==> src/rtl/lcd_nibble_tx.sv <==
// lcd_nibble_tx: queued 4-bit HD44780 writer (setup, E pulse, hold, settle delay) with commandDone per command.
// Optional LCD_TX_MIN_DELAY_EN raises every settle delay to at least MIN_DELAY_CYC.
module lcd_nibble_tx #(
    parameter int FIFO_DEPTH    = 4,
    parameter int DELAY_W       = 21,
    parameter int SETUP_CYC     = 2,
    parameter int E_PULSE_CYC   = 12,
    parameter int HOLD_CYC      = 2,
    parameter int MIN_DELAY_CYC = 50
) (
    input  logic               CLK,
    input  logic               RST_N,
    input  logic               sendCommand,
    input  logic [4:0]         command,
    input  logic [DELAY_W-1:0] commandDelay,
    output logic               cmdReady,
    output logic               commandDone,
    output logic               overflow,
    output logic [4:0]         LCD_D,
    output logic               LCD_E
);
    localparam int AW     = $clog2(FIFO_DEPTH);
    localparam int PH_A   = (SETUP_CYC > E_PULSE_CYC) ? SETUP_CYC : E_PULSE_CYC;
    localparam int PH_MAX = (PH_A > HOLD_CYC) ? PH_A : HOLD_CYC;
    localparam int PH_W   = $clog2(PH_MAX + 1);
    localparam int CNT_W  = (DELAY_W > PH_W) ? DELAY_W : PH_W;
`ifdef LCD_TX_MIN_DELAY_EN
    localparam bit MIN_EN = 1'b1;
`else
    localparam bit MIN_EN = 1'b0;
`endif

    typedef enum logic [2:0] {S_IDLE, S_SETUP, S_PULSE, S_HOLD, S_WAIT} state_t;

    logic [4:0]         r_cmd_mem [FIFO_DEPTH];
    logic [DELAY_W-1:0] r_dly_mem [FIFO_DEPTH];
    logic [AW-1:0]      r_wr_ptr, r_rd_ptr;
    logic [AW:0]        r_count;
    logic               r_ovf;

    state_t             r_state, w_state_nx;
    logic [CNT_W-1:0]   r_cnt, w_cnt_nx;
    logic [DELAY_W-1:0] r_delay, w_delay_nx;
    logic [4:0]         r_lcd_d, w_lcd_d_nx;
    logic               r_lcd_e, w_lcd_e_nx;
    logic               r_done, w_done_nx;

    logic               w_full, w_empty, w_push, w_pop;
    logic [DELAY_W-1:0] w_head_dly, w_pop_delay;

    assign w_full      = (r_count == (AW+1)'(FIFO_DEPTH));
    assign w_empty     = (r_count == '0);
    assign w_push      = sendCommand & (~w_full | w_pop);
    assign w_head_dly  = r_dly_mem[r_rd_ptr];
    assign w_pop_delay = (MIN_EN && (w_head_dly < DELAY_W'(MIN_DELAY_CYC)))
                         ? DELAY_W'(MIN_DELAY_CYC) : w_head_dly;

    assign cmdReady    = ~w_full;
    assign commandDone = r_done;
    assign overflow    = r_ovf;
    assign LCD_D       = r_lcd_d;
    assign LCD_E       = r_lcd_e;

    always_ff @(posedge CLK) begin
        if (w_push) begin
            r_cmd_mem[r_wr_ptr] <= command;
            r_dly_mem[r_wr_ptr] <= commandDelay;
        end
    end

    always_ff @(posedge CLK or negedge RST_N) begin
        if (!RST_N) begin
            r_wr_ptr <= '0;
            r_rd_ptr <= '0;
            r_count  <= '0;
            r_ovf    <= 1'b0;
        end else begin
            if (w_push) r_wr_ptr <= r_wr_ptr + AW'(1);
            if (w_pop)  r_rd_ptr <= r_rd_ptr + AW'(1);
            case ({w_push, w_pop})
                2'b10:   r_count <= r_count + (AW+1)'(1);
                2'b01:   r_count <= r_count - (AW+1)'(1);
                default: r_count <= r_count;
            endcase
            if (sendCommand && w_full && !w_pop) r_ovf <= 1'b1;
        end
    end

    always_ff @(posedge CLK or negedge RST_N) begin
        if (!RST_N) begin
            r_state <= S_IDLE;
            r_cnt   <= '0;
            r_delay <= '0;
            r_lcd_d <= '0;
            r_lcd_e <= 1'b0;
            r_done  <= 1'b0;
        end else begin
            r_state <= w_state_nx;
            r_cnt   <= w_cnt_nx;
            r_delay <= w_delay_nx;
            r_lcd_d <= w_lcd_d_nx;
            r_lcd_e <= w_lcd_e_nx;
            r_done  <= w_done_nx;
        end
    end

    always_comb begin
        w_state_nx = r_state;
        w_cnt_nx   = r_cnt;
        w_delay_nx = r_delay;
        w_lcd_d_nx = r_lcd_d;
        w_lcd_e_nx = r_lcd_e;
        w_done_nx  = 1'b0;
        w_pop      = 1'b0;
        case (r_state)
            S_IDLE: begin
                if (!w_empty) begin
                    w_pop      = 1'b1;
                    w_lcd_d_nx = r_cmd_mem[r_rd_ptr];
                    w_delay_nx = w_pop_delay;
                    w_cnt_nx   = CNT_W'(SETUP_CYC - 1);
                    w_state_nx = S_SETUP;
                end
            end
            S_SETUP: begin
                if (r_cnt == '0) begin
                    w_lcd_e_nx = 1'b1;
                    w_cnt_nx   = CNT_W'(E_PULSE_CYC - 1);
                    w_state_nx = S_PULSE;
                end else begin
                    w_cnt_nx = r_cnt - CNT_W'(1);
                end
            end
            S_PULSE: begin
                if (r_cnt == '0) begin
                    w_lcd_e_nx = 1'b0;
                    w_cnt_nx   = CNT_W'(HOLD_CYC);
                    w_state_nx = S_HOLD;
                end else begin
                    w_cnt_nx = r_cnt - CNT_W'(1);
                end
            end
            // HOLD runs one cycle past HOLD_CYC so done lands 2+setup+pulse+hold+delay edges after accept
            S_HOLD: begin
                if (r_cnt != '0) begin
                    w_cnt_nx = r_cnt - CNT_W'(1);
                end else if (r_delay == '0) begin
                    w_done_nx  = 1'b1;
                    w_state_nx = S_IDLE;
                end else begin
                    w_cnt_nx   = CNT_W'(r_delay) - CNT_W'(1);
                    w_state_nx = S_WAIT;
                end
            end
            S_WAIT: begin
                if (r_cnt == '0) begin
                    w_done_nx  = 1'b1;
                    w_state_nx = S_IDLE;
                end else begin
                    w_cnt_nx = r_cnt - CNT_W'(1);
                end
            end
            default: w_state_nx = S_IDLE;
        endcase
    end
endmodule
==> config.mk <==
export PLATFORM = sky130hd
export DESIGN_NAME = lcd_nibble_tx
export DESIGN_NICKNAME = d
export VERILOG_FILES = /design/src/rtl/lcd_nibble_tx.sv
export SDC_FILE = /design/constraint.sdc
export NUM_CORES = 1
export LEC_CHECK = 0
export ABC_AREA = 0
export CAP_MARGIN = 10
export CORE_UTILIZATION = 60
export CTS_CLUSTER_SIZE = 16
export DETAILED_ROUTE_END_ITERATION = 16
export HOLD_SLACK_MARGIN = 0.06
export PLACE_DENSITY = 0.8
export SKIP_LAST_GASP = 1
export SLEW_MARGIN = 40
export SYNTH_ARGS = -nofsm -noshare
export SYNTH_HDL_FRONTEND = slang
export SYNTH_SLANG_ARGS = --single-unit
==> constraint.sdc <==
create_clock -name CLK -period 2.7 [get_ports CLK]
set_clock_uncertainty 0.15 [all_clocks]
set_input_delay 0.54 -clock CLK [delete_from_list [all_inputs] [get_ports CLK]]
set_output_delay 0.54 -clock CLK [all_outputs]
set_load 0.02 [all_outputs]
# Yosys cells after proc, flatten, opt, wreduce, memory -nomap -nowiden
# Memory sizes are Yosys's and may differ from the RTL's. A register that Yosys moved wholly into a read port is not among the register bits.
# Index checks and enable logic that the tools add are counted.
[totals]
register_bits = 34
latch_bits = 0
ram_bits = 104
romBits = 0
input_bits = 29
memories = 2
[mem_list]
columns = ["memory", "words", "word_bits", "rd", "rd_clocked_by_memory_dff", "write_ports", "line_no", "source"]
rows = [
  ["r_dly_mem", 4, 21, 1, 1, 1, "36", "logic [DELAY_W-1:0] r_dly_mem [FIFO_DEPTH];"],
  ["r_cmd_mem", 4, 5, 1, 1, 1, "35", "logic [4:0] r_cmd_mem [FIFO_DEPTH];"],
]
[classes]
addsub = 6
mul = 0
div_mod_pow = 0
order_cmp = 0
n_eq_ne = 14
n_shift = 0
muxes = 26
n_bitwise = 4
n_reduce_logical = 17
[ops]
columns = ["op", "n"]
rows = [
  ["21-bit 2-to-1 mux", 6],
  ["21-bit case mux with 5 select lines", 1],
  ["21-bit logical NOT", 2],
  ["21-bit by 1-bit subtractor with 21-bit output, second input constant", 2],
  ["21-bit nonzero test", 1],
  ["3-bit 2-to-1 mux", 6],
  ["3-bit case mux with 5 select lines", 1],
  ["2-bit inequality test, second input constant", 6],
  ["1-bit 2-to-1 mux", 9],
  ["3-bit by 2-bit equality test with 1-bit output, second input constant", 2],
  ["3-bit equality test, second input constant", 2],
  ["3-bit logical NOT", 2],
  ["3-bit case mux with 2 select lines", 1],
  ["5-bit AND reduction", 1],
  ["5-bit nonzero test", 1],
  ["2-bit by 1-bit adder with 2-bit output, second input constant", 2],
  ["1-bit case mux with 2 select lines", 2],
  ["4-bit AND reduction", 1],
  ["2-bit nonzero test", 2],
  ["3-bit by 1-bit adder with 3-bit output, second input constant", 1],
  ["3-bit by 1-bit equality test with 1-bit output, second input constant", 1],
  ["1-bit logical NOT", 3],
  ["3-bit inequality test, second input constant", 1],
  ["3-bit AND reduction", 1],
  ["other kinds (8)", 10],
]

# Longest topological paths before layout
# Gate-level depths: netlist (run 1).
[depth]
depth_word = 7
ltp_mapped = 12
mapped_depth_nobuf = 11

# Worst setup path before layout (run 1)
# Ideal clock, no wire load.
[synth_path]
path_kind = "register -> register"
from = "register r_delay[0] (read register of r_dly_mem)"
to = "register r_cnt[3]"
setup_time_ps = 125
arrival_ps = 2212
path_slack_ps = 213
stages_incl_launch_ff = 9
path_buffers = 1
period_less_slack_ps = 2487
path_cell_list = "dfrtp_1 -> inv_1 -> ha_1 -> nor3b_1 -> nand3b_1 -> o31ai_4 -> a21bo_4 -> buf_12 -> mux2_4"
[synth_between]
elab_chain_cells = 4
word_cells_on_any_way = 7
cone_classes = "1 x add/sub; 1 x eq/ne; 3 x mux; 2 x reduce/logical"
[synth_rtl]
columns = ["element", "line_no", "source"]
rows = [
  ["start, declared", "43", "logic [DELAY_W-1:0] r_delay, w_delay_nx;"],
  ["21-bit by 1-bit subtractor with 21-bit output", "151", "w_cnt_nx = CNT_W'(r_delay) - CNT_W'(1);"],
  ["21-bit 2-to-1 mux", "147", "end else if (r_delay == '0) begin"],
  ["21-bit 2-to-1 mux", "145", "if (r_cnt != '0) begin"],
  ["21-bit case mux with 5 select lines", "115", "case (r_state)"],
  ["end signal, assigned", "99", "r_cnt <= w_cnt_nx;"],
  ["end, declared", "42", "logic [CNT_W-1:0] r_cnt, w_cnt_nx;"],
]
# Parallel ways exist; a longest one is shown, timed or not. The select of a mux whose other input is x is not followed.
# A chain may end at the register's enable or synchronous reset.

# Worst setup path after layout (run 1)
[layout_path]
from = "register r_delay[16] (read register of r_dly_mem)"
to = "register r_cnt[7]"
[layout_between]
elab_chain_cells = 3
[layout_rtl]
columns = ["element", "line_no"]
rows = [
  ["21-bit logical NOT", "147"],
  ["3-bit inequality test (no source line)", "--"],
  ["4-bit AND reduction (no source line)", "--"],
]
# No other way between the ends.

==> results.py, run 1 <==
metrics = {
    "synth": {
        "yosys.area.top_type": "edfxtp_1",
        "synth_top_family_by_area": "multiplexers",
        "ys_types": 61,
        "synth_area_leaders": "edfxtp_1, dfrtp_1, mux4_2",
        "synth_compound_area_share_pct": 7.859,
        "yosysSeqAreaShare_pct": 62.20,
        "netlist_area_um2": 7435,
        "ys_seq_elements": 164,
        "ys.flop_type": "edfxtp_1",
        "synth_edf_count": 104,
        "syn_avg_cell_area_um2": 14.55,
        "synth_fa_ha_area_share_pct": 1.447,
        "synthXorXnorAreaFrac_pct": 3.181,
        "synth_cells": 511,
        "synthesis.nets": 548,
        "yosys.area_share.simple_pct": 10.23,
        "synth_mux_area_share_pct": 12.15,
        "async_flop_share_pct": 36.59,
        "synth_top_cell_area_share_pct": 42.01,
        "yosysWarnings": 0,
    },
    "global_route": {
        "grt_max_degree": 37,
        "antenna_found_initial": 0,
        "grt_util_all_layers_pct": 26.41,
        "grt_pass1_vias": 4760,
        "grt_overflow": 0,
        "grt_pass1_wl_um": 25070,
    },
    "cts": {
        "post_cts_buffers": 0,
        "cts-root-buf": "clkbuf_16",
        "clkTransAtPathRegs_ps": 70,
        "clockBufferDepth": 2,
        "cts_buffers": 17,
        "clkLatencyLatePin_ps": 420,
        "cts_tree": "done",
        "cts.sinks": 164,
        "htree_levels": 4,
    },
    "pwr": {
        "pwr-share-comb_pct": 32.9,
        "vdd_drop_max_v": 0.001010,
        "intPower_uw": 6269,
        "swShare_pct": 34.76,
        "powerDensity_nw_per_um2": 1095,
        "netSwitchingPower_uw": 3341,
        "sequentialPowerShare_pct": 41.7,
        "leakage_uw": 0.003193,
        "pwr-share-clk_pct": 25.4,
    },
    "die": {
        "rows": 40,
        "initial_utilization_pct": 61.64,
        "die_area_um2": 12840,
        "die_height_um": 113.3,
        "core-area_um2": 12060,
        "die-width_um": 113.3,
        "ios": 38,
    },
    "routing": {
        "routed_wl_um": 15670,
        "routed_via_density": 6.090,
        "wl_per_cell_um": 20.70,
        "ant_nets": 0,
        "drc": 0,
        "num_vias": 4610,
        "firstDrtPassIters": 4,
        "initialDrtViolationCount": 320,
    },
    "critical_path": {
        "worstSetupPathType": "reg2reg",
        "startpoint": "r_delay[16]$_DFFE_PN0N_",
        "required_ps": 2890,
        "crit_slowest_cell": "or4_4",
        "cp_max_fo": 14,
        "arrival_ps": 2780,
        "cpPeakStageDelay_ps": 560,
        "path_cells": "or4_4 -> or3_4 -> o31ai_4 -> a21bo_4 -> buf_4 -> a21oi_1 -> o22ai_2",
        "r2r-start": "r_delay[16]$_DFFE_PN0N_",
        "cp-end-kind": "register",
        "setup.worst_path.start_class": "register",
    },
    "timing": {
        "fin_crit_ps": 2585,
        "post-route-period-util_pct": 95.73,
        "setup_viol_count_final": 0,
        "tightestPinTransition_ps": 758.8,
        "relSlewSlack_pct": 48.95,
        "fin_tns_setup_ps": 0,
        "hold_violations": 0,
        "fin_ws_ps": 115.4,
        "maxSlewViolCount": 0,
        "rsz0062_at_grt": "no",
        "fmax_ghz": 0.3869,
    },
    "worst_hold_path": {
        "hp-start": "overflow$_DFFE_PN0P_",
        "hp-class": "reg2reg",
    },
    "layout": {
        "area_growth_pct": 18.01,
        "fin_util_pct": 72.74,
        "diodes": 0,
        "drive_gt1_share_pct": 23.09,
        "stdcell_count": 757,
        "fin_nets": 613,
    },
    "placement": {
        "numPortBuffers": 37,
        "gp_congestion": 0.9299,
        "dp_hpwl_um": 9740,
        "post-place-cells": 724,
        "preCtsSetupSlack_ps": 142.1,
    },
    "status": {
        "status": "completed",
    },
    "flow_run": {
        "drv_cap": 0,
    },
}
[layer usage]
layer  part of all wire, %  global-route usage [%]
met1                    42                   33.47
met2                    51                   44.09
met3                   5.2                   6.642
met4                   2.2                   10.35
met5                     0                       0
[through the flow]
stage          total power (uW)  cell area (um2)  hold WS (ps)
2_1_floorplan              6075             7435         94.41
3_3_place_gp               7002             8138         300.5
3_5_place_dp               7132             8138         314.1
4_1_cts                    9644             8763         329.7
5_1_grt                   10070             8773         348.9
6_report                   9609             8773         325.8
[worst paths after layout]
| check | end | slack (ps) | cells past startpoint |
|---|---|---|---|
| max in group asynchronous | r_delay[7]$_DFFE_PN0N_ | 1260 | 3 |
| worst min register to register | overflow$_DFFE_PN0P_ | 330 | 1 |
| min in group asynchronous | r_cnt[4]$_DFFE_PN0P_ | 530 | 2 |
| worst max-delay path | r_cnt[7]$_DFFE_PN0P_ | 120 | 7 |
| worst max register to register | r_cnt[7]$_DFFE_PN0P_ | 120 | 7 |
| worst min-delay path | overflow$_DFFE_PN0P_ | 330 | 1 |
[power groups by stage]
| stage | Combinational [uW] | Sequential [uW] | Clock (uW) |
|---|---|---|---|
| after CTS | 3170 | 4000 | 2470 |
| after global routing | 3430 | 4100 | 2540 |
| after detailed placement | 3100 | 4030 | 0 |
| after global placement | 3030 | 3970 | 0 |
| after floorplan | 2180 | 3890 | 0 |
| final | 3160 | 4010 | 2440 |
[sequential cells by signal, indices dropped and copies added, names as in the netlist, 3 cells and up]
name and flops:
r_state 3, r_cmd_mem 20, LCD_D 5, r_cnt 21, r_dly_mem 84, r_delay 21
r_count 3
[cell families after synthesis]
group / count (synthesis)
muxes: 54
xor gates and xnor gates: 27
AOI/OAI and AO/OA: 86
buffers and inverters: 39
and+or+nand+nor: 133
adders and majority gates: 8
DFF: 164
[worst max-delay path: cells and delay by family, from the launching register on]
| family | cells | cell delay [ps] |
|---|---|---|
| AOI/OAI and AO/OA | 4 | 740 |
| buffers and inverters | 1 | 200 |
| DFF | 1 | 450 |
| and+or+nand+nor | 2 | 970 |
[cells in the final DEF, fill, tap and decap left out, types with 12 or more instances in the layout]
cell | synthesis | layout
edfxtp_1 | 104 | 104
dfrtp_1 | 60 | 59
clkdlybuf4s50_1 | 0 | 36
nor2_1 | 29 | 29
mux4_2 | 26 | 26
mux2_2 | 26 | 26
nand2_1 | 23 | 23
buf_4 | 2 | 23
nor3_1 | 21 | 21
inv_1 | 19 | 19
o21ai_0 | 19 | 19
clkbuf_16 | 0 | 17
xor2_1 | 15 | 15
o21ai_1 | 14 | 14
xnor2_1 | 12 | 12
[layout make-up]
class / count / area [um2]
clock buffers: 17 / 425.4
flip-flops and latches: 164 / 4626
well taps: 168 / 210.2
fillers: 709 / 3288
multi-input cells: 308 / 2603
repair buffers: 66 / 648.1
inverters: 19 / 71.32
clock inverters: 15 / 190.2
[cells in the mapped netlist, types with 5 or more instances]
library cell  instances
clkbuf_1              6
mux4_2               26
nor4_1               10
nand2_1              23
or3_1                 5
o21ai_1              14
nor3_1               21
nand4_1               6
inv_1                19
a32oi_1               9
xnor2_1              12
o21ai_0              19
dfrtp_1              60
ha_1                  7
a22oi_1               5
nand3_1               7
xor2_1               15
nor2_1               29
mux2_2               26
edfxtp_1            104
a21oi_1              11
o22ai_1               5
[what timing repair did]
| item | in CTS | in global routing |
|---|---|---|
| resized for setup | 0 | 2 |
| hold endpoints to repair | 24 | 0 |
| endpoints found under the setup margin | 0 | 18 |
| hold buffers | 1 | 0 |
No activity file was read; power rests on OpenSTA's default activity.
==> run 2, diff against run 1 <==
Settings changed: RECOVER_POWER from default to 100.
==> run 2 against run 1 <==
  * The run now ends with capacitance limit, slew limit left
  * Sequential cell count stayed put
  * Combinational power down 3%
  * Largest cell class unchanged
  * Power down 0.96%
  * Critical endpoint is now r_cnt[5]$_DFFE_PN0P_
==> results.py, run 2 (synthesized netlist as in run 1, its figures left out) <==
metrics = {
    "pwr": {
        "intPower_uw": 6186,
        "sequentialPowerShare_pct": 42.2,
        "powerDensity_nw_per_um2": 1093,
        "power_uw": 9517,
        "leakage_uw": 0.003173,
        "vdd_drop_max_v": 0.0009977,
        "netSwitchingPower_uw": 3331,
        "swShare_pct": 35.00,
        "pwr-share-clk_pct": 25.6,
        "pwr-share-comb_pct": 32.2,
    },
    "layout": {
        "layout_common_cells": "edfxtp_1, dfrtp_1, dlygate4sd3_1",
        "drive_gt1_share_pct": 22.07,
        "fin_nets": 613,
        "largestRegisters": "r_dly_mem x84, r_cnt x21, r_delay x21",
        "largest_reg_flops": 84,
        "num-fill-cells": 717,
        "area_growth_pct": 17.12,
        "diodes": 0,
        "seq_area_um2": 4624,
        "top_register": "r_dly_mem",
        "layout.cells.most_common": "edfxtp_1",
        "multi_input_comb_area_um2": 2592,
    },
    "critical_path": {
        "startpoint": "r_delay[16]$_DFFE_PN0N_",
        "setup.worst_path.start_class": "register",
        "worstSetupPathType": "reg2reg",
        "r2r_slack_ps": 120,
        "reg2reg_depth": 7,
        "r2r-start": "r_delay[16]$_DFFE_PN0N_",
        "worst-path-stages": 7,
        "r2r_end": "r_cnt[5]$_DFFE_PN0P_",
        "cpPeakStageDelay_ps": 560,
        "setup.worst_path.end": "r_cnt[5]$_DFFE_PN0P_",
        "path_delay_family": "simple AND/OR/NAND/NOR gates",
        "cp-end-kind": "register",
        "required_ps": 2880,
        "path_cells": "or4_4 -> or3_4 -> o31ai_4 -> a21bo_4 -> buf_4 -> a21oi_1 -> o22ai_1",
        "cp_max_fo": 14,
        "arrival_ps": 2760,
        "crit_slowest_cell": "or4_4",
        "path_buf_inv": 1,
    },
    "cts": {
        "clockBufferDepth": 2,
        "clkLatencyLatePin_ps": 420,
        "cts_buffers": 17,
        "clkTransAtPathRegs_ps": 70,
        "cts.sinks": 164,
        "cts_tree": "done",
        "cts-root-buf": "clkbuf_16",
        "htree_levels": 4,
        "post_cts_buffers": 0,
    },
    "die": {
        "rows": 40,
        "core-area_um2": 12060,
        "die_height_um": 113.3,
        "initial_utilization_pct": 61.64,
        "die-width_um": 113.3,
        "ios": 38,
        "die_area_um2": 12840,
    },
    "global_route": {
        "grt_overflow": 0,
        "grt_pass1_vias": 4760,
        "grt_pass1_wl_um": 25070,
        "grt_max_degree": 37,
        "grt_util_all_layers_pct": 26.41,
        "antenna_found_initial": 0,
    },
    "timing": {
        "fin_crit_ps": 2579,
        "relSlewSlack_pct": -2.699,
        "fmax_ghz": 0.3877,
        "tightestPinTransition_ps": 1540,
        "setup_viol_count_final": 0,
        "rsz0062_at_grt": "no",
        "hold_violations": 0,
        "maxSlewViolCount": 25,
        "post-route-period-util_pct": 95.53,
        "fin_tns_setup_ps": 0,
    },
    "routing": {
        "routed_wl_um": 15670,
        "initialDrtViolationCount": 307,
        "firstDrtPassIters": 4,
        "drc": 0,
        "routed_via_density": 6.112,
        "wl_per_cell_um": 20.70,
        "ant_nets": 0,
        "num_vias": 4627,
    },
    "worst_hold_path": {
        "hold_path_depth": 1,
        "hp-class": "reg2reg",
    },
    "placement": {
        "dp_hpwl_um": 9740,
        "gp_congestion": 0.9299,
        "numPortBuffers": 37,
    },
    "status": {
        "failed_checks": "capacitance limit, slew limit",
        "status": "finished with violations",
    },
    "flow_run": {
        "drv_cap": 1,
    },
}
[run 2: cell types whose count changed in the layout (fill, tap and decap cells not counted), sizes merged]
| cell | change |
|---|---|
| dlygate4sd3 | +35 |
| clkdlybuf4s50 | -35 |
| clkbuf | +7 |
| buf | -7 |
[run 2: power by group through the flow]
stage	logic, uW	registers [uW]	clock network (uW)
2_1_floorplan	2180	3890	0
3_3_place_gp	3030	3970	0
3_5_place_dp	3100	4030	0
4_1_cts	3170	4000	2470
5_1_grt	3330	4110	2540
6_report	3070	4020	2430
[run 2: worst min path at each step]
| stage | start | endpoint | slack, ps |
|---|---|---|---|
| 6_report | overflow$_DFFE_PN0P_ | overflow$_DFFE_PN0P_ | 320 |
| 5_1_grt | overflow$_DFFE_PN0P_ | overflow$_DFFE_PN0P_ | 340 |
| 4_1_cts | overflow$_DFFE_PN0P_ | overflow$_DFFE_PN0P_ | 330 |
| 3_5_place_dp | overflow$_DFFE_PN0P_ | overflow$_DFFE_PN0P_ | 310 |
| 3_3_place_gp | overflow$_DFFE_PN0P_ | overflow$_DFFE_PN0P_ | 300 |
| 2_1_floorplan | RST_N | LCD_D[0]$_DFFE_PN0N_ | 90 |
[run 2: per-stage QoR]
stage	hold slack, ps	instance area (um2)	worst slack, ps	cells	utilization, %
final	320.4	8707	120.6	757	72.19
after detailed placement	314.1	8138	142.1	724	67.47
after CTS	329.7	8763	110.5	757	72.66
after global routing	343.7	8707	27.50	757	72.19
after floorplan	94.41	7435	212.7	511	-
after global placement	300.5	8138	193.7	724	67.47
[run 2: what timing repair did]
item,in CTS,in global routing
hold buffers,1,0
setup endpoints to repair,0,18
endpoints found under the hold margin,24,0
resized for setup,0,2
[run 2: final cells by class]
class	instances	share of cell area, %
tap	168	2.414
inverter	19	0.8191
timing repair buffer	66	6.811
sequential	164	53.11
clock buffer	17	4.886
multi-input combinational	308	29.77
clock inverter	15	2.184
[run 2: routing by layer]
layer | share of wire (%) | GRT usage [%] | vias to the layer above
met1 | 41 | 33.47 | 2323
met5 | 0 | 0 | -
met2 | 51 | 44.09 | 163
li1 | - | - | 2117
met3 | 5.7 | 6.642 | 24
met4 | 1.9 | 10.35 | 0
[run 2: worst register-to-register path, stage by stage, from the launching register on]
cell	delay, ps
dfrtp_1	450
or4_4	560
or3_4	410
o31ai_4	260
a21bo_4	270
buf_4	200
a21oi_1	50
o22ai_1	150
==> run 3, diff against run 2 <==
Settings changed: CORE_UTILIZATION 60 to 30, PLACE_DENSITY 0.8 to 0.46.
==> run 3 against run 2 <==
  * Combinational power grew 4%
  * First-iteration DRC count shrank 7.5%
  * The run now ends clean
  * Sequential power shrank 2%
  * Largest power group unchanged
  * Highest routed layer is now met5
  * Clock power grew 2%
  * Design area grew 3.3%
  * Via count shrank 0.13%
==> results.py, run 3 (synthesized netlist as in run 1, its figures left out) <==
metrics = {
    "timing": {
        "fmax_ghz": 0.3962,
        "fin_tns_setup_ps": 0,
        "maxSlewViolCount": 0,
        "post-route-period-util_pct": 93.48,
        "relSlewSlack_pct": 40.27,
        "rsz0062_at_grt": "no",
        "tightestPinTransition_ps": 895.9,
        "fin_crit_ps": 2524,
        "setup_viol_count_final": 0,
        "hold_violations": 0,
    },
    "global_route": {
        "grt_max_degree": 33,
        "antenna_found_initial": 3,
        "grt_pass1_vias": 4782,
        "grt_util_all_layers_pct": 13.83,
        "grt_pass1_wl_um": 26820,
        "grt_overflow": 0,
    },
    "routing": {
        "routed_wl_um": 16450,
        "drc": 0,
        "firstDrtPassIters": 4,
        "ant_nets": 0,
        "wl_per_cell_um": 17.73,
        "initialDrtViolationCount": 284,
        "num_vias": 4621,
        "routed_via_density": 4.980,
    },
    "cts": {
        "cts_buffers": 17,
        "clkLatencyLatePin_ps": 430,
        "htree_levels": 4,
        "clockBufferDepth": 2,
        "cts.sinks": 164,
        "cts-root-buf": "clkbuf_16",
        "clkTransAtPathRegs_ps": 70,
        "cts_tree": "done",
    },
    "worst_hold_path": {
        "hp-class": "reg2reg",
    },
    "die": {
        "core-area_um2": 24320,
        "die_area_um2": 25420,
        "initial_utilization_pct": 30.57,
        "die-width_um": 159.4,
        "die_height_um": 159.4,
        "rows": 57,
        "ios": 38,
    },
    "critical_path": {
        "path_buf_inv": 1,
        "required_ps": 2890,
        "crit_slowest_cell": "or4_4",
        "r2r_slack_ps": 180,
        "cpPeakStageDelay_ps": 560,
        "setup.worst_path.start_class": "register",
        "arrival_ps": 2710,
        "path_delay_family": "simple AND/OR/NAND/NOR gates",
        "cp_max_fo": 9,
        "path_cells": "or4_4 -> or3_4 -> o31ai_4 -> a21bo_4 -> buf_4 -> a21oi_1 -> o22ai_2",
        "cp-end-kind": "register",
        "worstSetupPathType": "reg2reg",
    },
    "layout": {
        "area_growth_pct": 21.02,
        "drive_gt1_share_pct": 24.38,
        "layout.cells.most_common": "edfxtp_1",
        "top_register": "r_dly_mem",
        "largest_reg_flops": 84,
        "fin_util_pct": 37.00,
        "largestRegisters": "r_dly_mem x84, r_cnt x21, r_delay x21",
        "fin_nets": 627,
        "layout_common_cells": "edfxtp_1, dfrtp_1, dlygate4sd3_1",
    },
    "placement": {
        "gp_congestion": 0.8210,
        "dp_hpwl_um": 10950,
        "numPortBuffers": 37,
    },
    "pwr": {
        "leakage_uw": 0.003242,
        "vdd_drop_max_v": 0.0003980,
        "powerDensity_nw_per_um2": 1068,
    },
    "flow_run": {
        "drv_cap": 0,
    },
    "status": {
        "status": "completed",
    },
}
## run 3: cell count changes in the layout (fill, tap and decap cells not counted), moves of 2 or more
cell / change
clkinv_4: -2
nor2_2: +2
clkbuf_2: +4
buf_4: +10
## run 3: layout make-up
cell class	count	area, um2
Inverter	19	71.32
Clock buffer	18	429.2
Timing Repair Buffer	80	691.9
Sequential cell	164	4626
Fill cell	2307	15320
Antenna cell	1	2.502
Clock inverter	14	186.4
Tap cell	324	405.4
Multi-Input combinational cell	308	2585
## run 3: final timing paths
check	startpoint	to	cells past startpoint
worst max-delay path	r_delay[16]$_DFFE_PN0N_	r_cnt[11]$_DFFE_PN0P_	7
worst min-delay path	overflow$_DFFE_PN0P_	overflow$_DFFE_PN0P_	1
worst max register to register	r_delay[16]$_DFFE_PN0N_	r_cnt[11]$_DFFE_PN0P_	7
worst min register to register	overflow$_DFFE_PN0P_	overflow$_DFFE_PN0P_	1
max in group asynchronous	RST_N	r_cnt[12]$_DFFE_PN0P_	3
min in group asynchronous	RST_N	r_delay[2]$_DFFE_PN0N_	2
## run 3: through the flow
stage | setup WS [ps] | total power, uW | instance area, um2 | cells | hold WS (ps)
final | 176.1 | 9607 | 8997 | 928 | 334.7
after global routing | 6.824 | 10210 | 8997 | 928 | 360.9
after CTS | 141.7 | 9860 | 9066 | 924 | 340.4
after detailed placement | 160.7 | 7341 | 8441 | 891 | 315.6
after global placement | 188.1 | 7265 | 8441 | 891 | 315.5
after floorplan | 212.7 | 6075 | 7435 | 511 | 94.41
## run 3: timing repair
item / in CTS / in global routing
setup buffers: 0 / 3
hold buffers: 1 / 0
hold endpoints to repair: 11 / 0
endpoints found under the setup margin: 0 / 11
gates resized for setup: 0 / 2
## run 3: power breakdown
part	total (uW)	switching [uW]	internal, uW
registers	3940	519	3420
logic	3190	1690	1490
clock network	2490	1150	1340
## run 3: per-layer routing
layer,global-route usage (%),wire length [um],vias up
li1,-,-,2144
met2,22.71,7983,86
met4,4.808,318,4
met1,17.90,7538,2366
met5,0,31,-
met3,3.256,582,21
